===== src/rtl/serv_uart_rx_wb.sv =====
// serv_uart_rx_wb: 8N1 UART receiver that watches one SERV core's TX pin and
// queues the recovered bytes in a small FIFO. The management SoC reads the
// FIFO and the status flags through a Wishbone slave.
//
// Wishbone handshake: a request is (wbs_cyc_i & wbs_stb_i). wbs_ack_o rises in
// the cycle after a request is seen with ack low, and stays high for exactly
// one cycle. The request must be held until ack. All side effects (FIFO pop,
// flag clears) take place at the clock edge that ends the ack cycle.
// wbs_dat_o is forced to zero whenever ack is low.
module serv_uart_rx_wb #(
    parameter int CLKS_PER_BIT = 104,
    parameter int FIFO_DEPTH   = 8
) (
    input  logic        wb_clk_i,
    input  logic        wb_rst_n,
    input  logic        rx_i,
    input  logic        wbs_cyc_i,
    input  logic        wbs_stb_i,
    input  logic        wbs_we_i,
    input  logic [3:0]  wbs_sel_i,
    input  logic [31:0] wbs_adr_i,
    input  logic [31:0] wbs_dat_i,
    output logic        wbs_ack_o,
    output logic [31:0] wbs_dat_o,
    output logic        irq_o
);

    localparam int TMR_W = (CLKS_PER_BIT > 2) ? $clog2(CLKS_PER_BIT) : 1;
    localparam int PTR_W = (FIFO_DEPTH > 1) ? $clog2(FIFO_DEPTH) : 1;
    localparam int CNT_W = PTR_W + 1;

    // Half a bit minus one puts the start-bit sample mid-bit; later samples
    // follow at full bit intervals and therefore also land mid-bit.
    localparam logic [TMR_W-1:0] HALF_BIT = TMR_W'(CLKS_PER_BIT / 2 - 1);
    localparam logic [TMR_W-1:0] FULL_BIT = TMR_W'(CLKS_PER_BIT - 1);
    localparam logic [CNT_W-1:0] CNT_FULL = CNT_W'(FIFO_DEPTH);

    typedef enum logic [2:0] {
        S_IDLE  = 3'd0,
        S_START = 3'd1,
        S_DATA  = 3'd2,
        S_STOP  = 3'd3,
        S_BREAK = 3'd4
    } rx_state_e;

    // ------------------------------------------------------------------
    // Declarations
    // ------------------------------------------------------------------
    logic             rx_meta_q;
    logic             rxs_q;

    rx_state_e        state_q, state_d;
    logic [TMR_W-1:0] tmr_q, tmr_d;
    logic [2:0]       bit_q, bit_d;
    logic [7:0]       shift_q, shift_d;
    logic             push;
    logic             frame_set;

    logic [7:0]       mem_q [FIFO_DEPTH];
    logic [7:0]       mem_d [FIFO_DEPTH];
    logic [PTR_W-1:0] wptr_q, wptr_d;
    logic [PTR_W-1:0] rptr_q, rptr_d;
    logic [CNT_W-1:0] count_q, count_d;
    logic             fifo_full;
    logic             fifo_empty;
    logic             wr_en;
    logic             pop;
    logic             ovf_set;

    logic             ovf_q, ovf_d;
    logic             ferr_q, ferr_d;
    logic             irq_q, irq_d;
    logic             ack_q, ack_d;

    logic             wb_req;
    logic             rd_data;
    logic             st_wr;
    logic [7:0]       head_byte;
    logic [31:0]      status_word;
    logic [31:0]      dat_o_w;
    logic             unused_inputs;

    // Inputs that carry no meaning for this block (upstream decodes the
    // address; only byte lane 0 of a write is used).
    assign unused_inputs = ^{wbs_adr_i[31:3], wbs_adr_i[1:0], wbs_sel_i[3:1],
                             wbs_dat_i[31:4], wbs_dat_i[1:0]};

    // ------------------------------------------------------------------
    // Two-flop synchronizer for the asynchronous serial line (idles high)
    // ------------------------------------------------------------------
    always_ff @(posedge wb_clk_i or negedge wb_rst_n) begin
        if (!wb_rst_n) begin
            rx_meta_q <= 1'b1;
            rxs_q     <= 1'b1;
        end else begin
            rx_meta_q <= rx_i;
            rxs_q     <= rx_meta_q;
        end
    end

    // ------------------------------------------------------------------
    // Receiver FSM state, bit timer, bit counter and shift register
    // ------------------------------------------------------------------
    always_ff @(posedge wb_clk_i or negedge wb_rst_n) begin
        if (!wb_rst_n) begin
            state_q <= S_IDLE;
            tmr_q   <= '0;
            bit_q   <= '0;
            shift_q <= '0;
        end else begin
            state_q <= state_d;
            tmr_q   <= tmr_d;
            bit_q   <= bit_d;
            shift_q <= shift_d;
        end
    end

    // Receiver next state: every sample is taken when the bit timer hits 0
    always_comb begin
        state_d   = state_q;
        tmr_d     = tmr_q;
        bit_d     = bit_q;
        shift_d   = shift_q;
        push      = 1'b0;
        frame_set = 1'b0;
        case (state_q)
            S_IDLE: begin
                if (!rxs_q) begin
                    state_d = S_START;
                    tmr_d   = HALF_BIT;
                end
            end
            S_START: begin
                if (tmr_q != '0) begin
                    tmr_d = tmr_q - TMR_W'(1);
                end else if (rxs_q) begin
                    // Line came back high before mid start bit: a glitch.
                    state_d = S_IDLE;
                end else begin
                    state_d = S_DATA;
                    tmr_d   = FULL_BIT;
                    bit_d   = 3'd0;
                end
            end
            S_DATA: begin
                if (tmr_q != '0) begin
                    tmr_d = tmr_q - TMR_W'(1);
                end else begin
                    // LSB arrives first, so shift in from the top.
                    shift_d = {rxs_q, shift_q[7:1]};
                    tmr_d   = FULL_BIT;
                    bit_d   = bit_q + 3'd1;
                    if (bit_q == 3'd7) begin
                        state_d = S_STOP;
                    end
                end
            end
            S_STOP: begin
                if (tmr_q != '0) begin
                    tmr_d = tmr_q - TMR_W'(1);
                end else if (rxs_q) begin
                    push    = 1'b1;
                    state_d = S_IDLE;
                end else begin
                    // Missing stop bit: drop the byte and wait out the low line.
                    frame_set = 1'b1;
                    state_d   = S_BREAK;
                end
            end
            S_BREAK: begin
                if (rxs_q) begin
                    state_d = S_IDLE;
                end
            end
            default: begin
                state_d = S_IDLE;
            end
        endcase
    end

    // ------------------------------------------------------------------
    // Wishbone decode: effects happen at the end of the ack cycle
    // ------------------------------------------------------------------
    always_comb begin
        wb_req  = wbs_cyc_i & wbs_stb_i;
        ack_d   = wb_req & ~ack_q;
        rd_data = ack_q & ~wbs_we_i & ~wbs_adr_i[2];
        st_wr   = ack_q & wbs_we_i & wbs_adr_i[2] & wbs_sel_i[0];
    end

    // ------------------------------------------------------------------
    // FIFO next state: a simultaneous push and pop both proceed, even when full
    // ------------------------------------------------------------------
    always_comb begin
        fifo_full  = (count_q == CNT_FULL);
        fifo_empty = (count_q == '0);
        pop        = rd_data & ~fifo_empty;
        wr_en      = push & (~fifo_full | pop);
        ovf_set    = push & fifo_full & ~pop;

        mem_d = mem_q;
        if (wr_en) begin
            mem_d[wptr_q] = shift_q;
        end
        wptr_d = wptr_q + PTR_W'(wr_en);
        rptr_d = rptr_q + PTR_W'(pop);

        count_d = count_q;
        case ({wr_en, pop})
            2'b10:   count_d = count_q + CNT_W'(1);
            2'b01:   count_d = count_q - CNT_W'(1);
            default: count_d = count_q;
        endcase
    end

    // Sticky flags: a set in the same cycle as a write-1-to-clear wins
    always_comb begin
        ovf_d  = (ovf_q & ~(st_wr & wbs_dat_i[2])) | ovf_set;
        ferr_d = (ferr_q & ~(st_wr & wbs_dat_i[3])) | frame_set;
        irq_d  = ~fifo_empty;
    end

    // FIFO storage, pointers, flags, interrupt and ack registers
    always_ff @(posedge wb_clk_i or negedge wb_rst_n) begin
        if (!wb_rst_n) begin
            for (int i = 0; i < FIFO_DEPTH; i++) begin
                mem_q[i] <= '0;
            end
            wptr_q  <= '0;
            rptr_q  <= '0;
            count_q <= '0;
            ovf_q   <= 1'b0;
            ferr_q  <= 1'b0;
            irq_q   <= 1'b0;
            ack_q   <= 1'b0;
        end else begin
            mem_q   <= mem_d;
            wptr_q  <= wptr_d;
            rptr_q  <= rptr_d;
            count_q <= count_d;
            ovf_q   <= ovf_d;
            ferr_q  <= ferr_d;
            irq_q   <= irq_d;
            ack_q   <= ack_d;
        end
    end

    // Read data mux: zero outside the ack cycle and for writes
    always_comb begin
        head_byte   = fifo_empty ? 8'h00 : mem_q[rptr_q];
        status_word = {20'b0, 4'(count_q), 4'b0,
                       ferr_q, ovf_q, fifo_full, ~fifo_empty};
        dat_o_w     = '0;
        if (ack_q && !wbs_we_i) begin
            if (wbs_adr_i[2]) begin
                dat_o_w = status_word;
            end else begin
                dat_o_w = {24'b0, head_byte};
            end
        end
    end

    assign wbs_ack_o = ack_q;
    assign wbs_dat_o = dat_o_w;
    assign irq_o     = irq_q;

endmodule


===== config.mk =====
export PLATFORM = sky130hd
export DESIGN_NAME = serv_uart_rx_wb
export DESIGN_NICKNAME = d
export VERILOG_FILES = /design/src/rtl/serv_uart_rx_wb.sv
export SDC_FILE = /design/constraint.sdc
export NUM_CORES = 1
export LEC_CHECK = 0
export ABC_AREA = 1
export BUFFER_PORTS_ARGS = -buffer_cell sky130_fd_sc_hd__buf_2
export CAP_MARGIN = 0
export CORE_MARGIN = 10
export CORE_UTILIZATION = 45
export DETAILED_ROUTE_END_ITERATION = 10
export PLACE_DENSITY = 0.67
export SYNTH_ARGS = -nofsm -noshare
export SYNTH_HDL_FRONTEND = slang
export SYNTH_SLANG_ARGS = --single-unit

===== constraint.sdc =====
create_clock -name wb_clk_i -period 3.1 [get_ports wb_clk_i]
set_clock_uncertainty 0.2 [all_clocks]
set_input_delay 0 -clock wb_clk_i [delete_from_list [all_inputs] [get_ports wb_clk_i]]
set_output_delay 0 -clock wb_clk_i [all_outputs]
set_load 0.005 [all_outputs]

-- Word-level counts from Yosys, hierarchy flattened
Cells that the tools add are included.
- register bits after elaboration: 101
- input bits: 74
- logic and storage cells: 124
- $add $sub $neg: 6
- $lt $le $gt $ge: 3
- eq/ne operators: 17
- muxes and demuxes: 35
- bitwise operators: 29
- reduce and logical (&&, ||, !) cells: 13
- operator list (operator ; count):
    $bwmux W64 ; 1
    $mux W7 ; 5
    $mux W32 ; 1
    $mux W8 ; 4
    $mux W3 ; 10
    $pmux W7 S4 ; 1
    $bmux W8 S3 ; 1
    $demux W8 S3 ; 1
    $ne A2 B2 Y1 const B ; 8
    $and A1 B1 Y1 ; 15
    $pmux W3 S5 ; 1
    $mux W12 ; 1
    $not A1 Y1 ; 9
    $ge A4 B4 Y1 const B ; 2
    $not A3 Y4 ; 2
    $pmux W4 S2 ; 1
    $reduce_and A4 Y1 ; 2
    $reduce_bool A7 Y1 ; 1
    $sub A7 B1 Y7 const B ; 1
    $add A3 B1 Y3 ; 2
    $eq A3 B2 Y1 const B ; 2
    $eq A3 B3 Y1 const B ; 2
    $mux W1 ; 6
    $pmux W3 S2 ; 1
    19 further kinds ; 23

-- Depth between registers and ports, before layout
- word-level depth: 8
- gate-level depth with buffers: 18
- gate-level depth less buffers: 16

-- Worst setup path after synthesis
Ideal clock, no wire load.
- path type: register to register
- start point: reg tmr_q[1]
- end point: reg count_q[2]
- arrival: 2.476 ns
- setup slack: 0.341 ns
- cell stages (with the launch flop): 18
- path through: dfrtp_1 inv_1 ha_1 inv_1 nor2_1 nand4_4 nor2_4 buf_6 buf_12 nand2_1 ha_1 nand2_1 inv_1 nor2_1 ha_1 a21oi_1 xor2_1 o21ai_0
- longest elaborated chain between the ends: 6
- elaborated cells between the ends (all ways): 8
- those cells by class: 2 x eq/ne; 3 x mux; 1 x bitwise; 2 x reduce/logical
- ends and longest elaborated chain (item ; line ; RTL):
    start: declaration ; 53 ; logic [TMR_W-1:0] tmr_q, tmr_d;
    start signal: assignment ; 112 ; tmr_q <= tmr_d;
    $reduce_bool A7 Y1 (*) ; 159 ; if (tmr_q != '0) begin
    $mux W1 (*) ; 159 ;
    $mux W1 (*) ; 126 ; case (state_q)
    $and A1 B1 Y1 (*) ; 198 ; wr_en = push & (~fifo_full | pop);
    $eq A2 B1 Y1 or $eq A2 B2 Y1 (tied branches) ; 209 ; case ({wr_en, pop})
    $pmux W4 S2 or $reduce_bool A2 Y1 (tied branches) ; n/a ;
    end signal: assignment ; 240 ; count_q <= count_d;
    end: declaration ; 63 ; logic [CNT_W-1:0] count_q, count_d;
Every way passes the cells marked *; elsewhere a longest branch is shown, timed or not.
A chain may end at the register's enable or synchronous reset.

-- Final worst setup path
Same ends and word-level chain as after synthesis.

==> impl_results.md <==
- Run status: complete, no violations
- Reg clk slew, reported paths: 70 ps
- DR WL/cell: between 15 and 20 um
- Vias after detailed routing: 4751
- Leakage power: 3.08 nW
- RSZ-0062 raised after global routing: no
- Final Max Tran Viols: 0
- HPWL Detailed: 9080 um
- Final Wtd Congestion: 0.866
- Number of diodes: 0
- Synth Warn #: 0
- Area grow syn2layout: 7.45%
- First-pass GRT wire length: roughly 23000 um
- Worst setup SP type: register
- Async SR Flop Fraction: 100%
- Total track usage: approximately 16%
- Share of the synthesized area in the top cell type: 43.8%
- Total gr overflow: 0
- Clock Latency Late Sink: 360 ps
- Achievable frequency: 0.352 GHz
- Multi-input gate area: 2590 um2
- Cell Area, Synth: about 5700 um2
- VDD IR max: 282 uV
- 1st-iter DRT viols: between 500 and 600
- Antenna Nets Post-Route: 0
- Root Buffer: clkbuf_16
- Post-Syn Instances: 688
- Tmin final: 2840 ps
- Mean post-synth cell area: roughly 8.2 um2
- Core area: 12200 um2
- Setup violations, final: 0
- Layout fillers: 1155
- Synth area leader: dfrtp_1
- Routed wire length: 14000 um
- CP max FO: 6
- Req. time, crit path: 3180 ps
- Hold crit path type: primary input to register
- Via density: 5.45
- Antenna violations before repair: 0
- Final setup margin: 255 ps
- Crit path DAT: 2930 ps
- Worst slack, placed: 283 ps
- TritonCTS buffer count: 9
- Top Ports: 108
- Layout cells sized above 1: roughly a tenth
- Largest net degree at the start of global routing: 74
- Predominant post-synthesis flop cell: dfrtp_1
- Endpoint class of the critical path: register
- Yosys cell types: 33
- Largest cells by area after synthesis: dfrtp_1 (44%), nand2_1 (14%), nand4_1 (8.0%)
- Die width: 132 um
- Die Y: 132 um
- Initial DRT Pass Iterations: 5
- Die area: 17500 um2
- Residual DRC count: 0
- I/O Buffers: 23
- Final period utilization: approximately nine tenths
- Sequential area share after synthesis: 44.7%
- EDFF count, synth: 0
- H-tree Lvls: 3
- CTS tree: yes
- Seq cells post-synth: 101
- Post-CTS Setup Inserts: 0
- Slew of the pin with the lowest slew margin: between 800 and 900 ps
- CTS Sinks: 101
- Slew HR: 42.6%
- Max_cap viols: 0
- Post-layout nets: 784
- FP Rows: 40
- Post-Route Setup TNS: 0 ps
- Final Hold Viols: 0
- WS Path Type: register to register
- Clock buffer depth: 2
- Pwr/cell area: 582 nW/um2
- FF/Latch Area: about 2500 um2
- Vias in the first global route: 4557
- Initial Util: between 40 and 50%
## synth_stat cells, types with 4 or more instances
| library cell | n |
|---|---|
| inv_1 | 42 |
| xnor2_1 | 4 |
| nand2_1 | 206 |
| nand3_4 | 8 |
| ha_1 | 11 |
| nor3_2 | 8 |
| o211ai_1 | 6 |
| nand4_1 | 72 |
| buf_12 | 7 |
| buf_1 | 8 |
| o22ai_1 | 4 |
| nor2_1 | 66 |
| buf_4 | 26 |
| clkbuf_1 | 9 |
| buf_2 | 5 |
| nand3_1 | 25 |
| o21ai_0 | 56 |
| dfrtp_1 | 99 |
## through the flow
step           utilization, %  instance area, um2  hold WS (ps)  total power [mW]  std cells
2_1_floorplan               -                5730          -496              2.06        707
3_3_place_gp             46.7                5680         -93.7              2.30        847
3_5_place_dp             46.7                5680         -92.0              2.33        847
4_1_cts                  50.0                6080          72.9              3.53        872
5_1_grt                  50.0                6080           103              3.72        872
6_report                 50.0                6080          84.5              3.54        872
## worst max-delay path, stage by stage, from the launching register on
cell and delay, ps:
dfrtp_1 370, inv_1 150, ha_1 190, inv_1 50
nor2_1 240, nand4_4 160, nor2_4 150, nand2_1 140
ha_1 260, nand2_1 110, inv_1 40, nor2_1 160
ha_1 180, a21oi_1 50, xor2_1 170, o21ai_0 140
## state kept, by name, indices dropped and copies added (netlist names)
| signal | flops |
|---|---|
| rx_meta_q | 1 |
| rxs_q | 1 |
| shift_q | 8 |
| irq_o | 1 |
| bit_q | 3 |
| ovf_q | 1 |
| count_q | 4 |
| tmr_q | 7 |
| wptr_q | 3 |
| wbs_ack_o | 1 |
| rptr_q | 3 |
| mem_q | 64 |
| ferr_q | 1 |
| state_q | 3 |
## layer usage
layer	vias to the layer above	global-route usage [%]	wire length, um
li1	2273	-	-
met1	2318	21.3	6150
met2	140	25.2	6750
met3	20	3.39	856
met4	0	6.18	245
met5	-	0	0
## layout make-up
type | count | share of cell area (%)
Sequential cell | 101 | 41.6
Inverter | 43 | 2.65
Clock buffer | 12 | 3.89
Clock inverter | 4 | 1.19
Timing Repair Buffer | 38 | 4.57
Multi-Input combinational cell | 506 | 42.6
Tap cell | 168 | 3.46
## cells by family after synthesis
kind of cell | Yosys count | share of synthesized area [%]
AOI/OAI and AO/OA | 70 | 6.59
xor gates and xnor gates | 7 | 1.08
other | 1 | 0.0663
DFF | 101 | 44.7
adders and majority gates | 11 | 2.43
and+or+nand+nor | 398 | 34.4
buffers and inverters | 100 | 10.7
## report_power, final
group	internal [mW]	total, mW	switching, mW	leakage (nW)
clock	0.708	1.21	0.500	0.147
sequential	1.37	1.48	0.106	1.37
combinational	0.262	0.853	0.591	1.56
total	2.34	3.54	1.20	3.08
## placed cells by master (no fill, tap or decap)
master | netlist | routed
dfstp_2 | 2 | 2
clkinv_2 | 0 | 1
inv_1 | 42 | 42
bufinv_16 | 0 | 2
nand4_1 | 72 | 72
conb_1 | 1 | 20
nand3_2 | 1 | 1
nand2_8 | 1 | 1
xnor2_1 | 4 | 4
xor2_1 | 3 | 3
nand2_1 | 206 | 206
nor2_4 | 3 | 3
inv_2 | 1 | 1
nand3_4 | 8 | 8
nand4_4 | 1 | 1
buf_12 | 7 | 2
a21oi_1 | 3 | 3
nor2_2 | 3 | 3
nand2_2 | 2 | 2
nor3_2 | 8 | 8
nand3b_1 | 1 | 1
buf_2 | 5 | 22
clkinvlp_4 | 0 | 1
nand3_1 | 25 | 25
nor3_1 | 1 | 1
nor2_1 | 66 | 66
dlygate4sd3_1 | 0 | 9
a21boi_0 | 1 | 1
buf_4 | 26 | 5
clkbuf_1 | 9 | 3
ha_1 | 11 | 11
clkbuf_16 | 0 | 9
o22ai_1 | 4 | 4
dfrtp_1 | 99 | 99
o211ai_1 | 6 | 6
o21ai_0 | 56 | 56
## repair_timing
item                                    4_1_cts  5_1_grt
endpoints found under the setup margin        0        0
endpoints found under the hold margin        65        0
gates resized for setup                       0        0
hold buffers                                  9        0
## final timing paths
kind	from	to	slack, ps	depth (start not counted)
worst min-delay path	rx_i	rx_meta_q	80	2
worst max register to register	tmr_q[1]	count_q[2]	260	15
worst max-delay path	tmr_q[1]	count_q[2]	260	15
max in group asynchronous	wb_rst_n	mem_q[36]	1920	3
worst min register to register	rx_meta_q	rxs_q	160	0
min in group asynchronous	wb_rst_n	wptr_q[2]	110	2
Note: power is estimated with default switching activity, not from simulation.
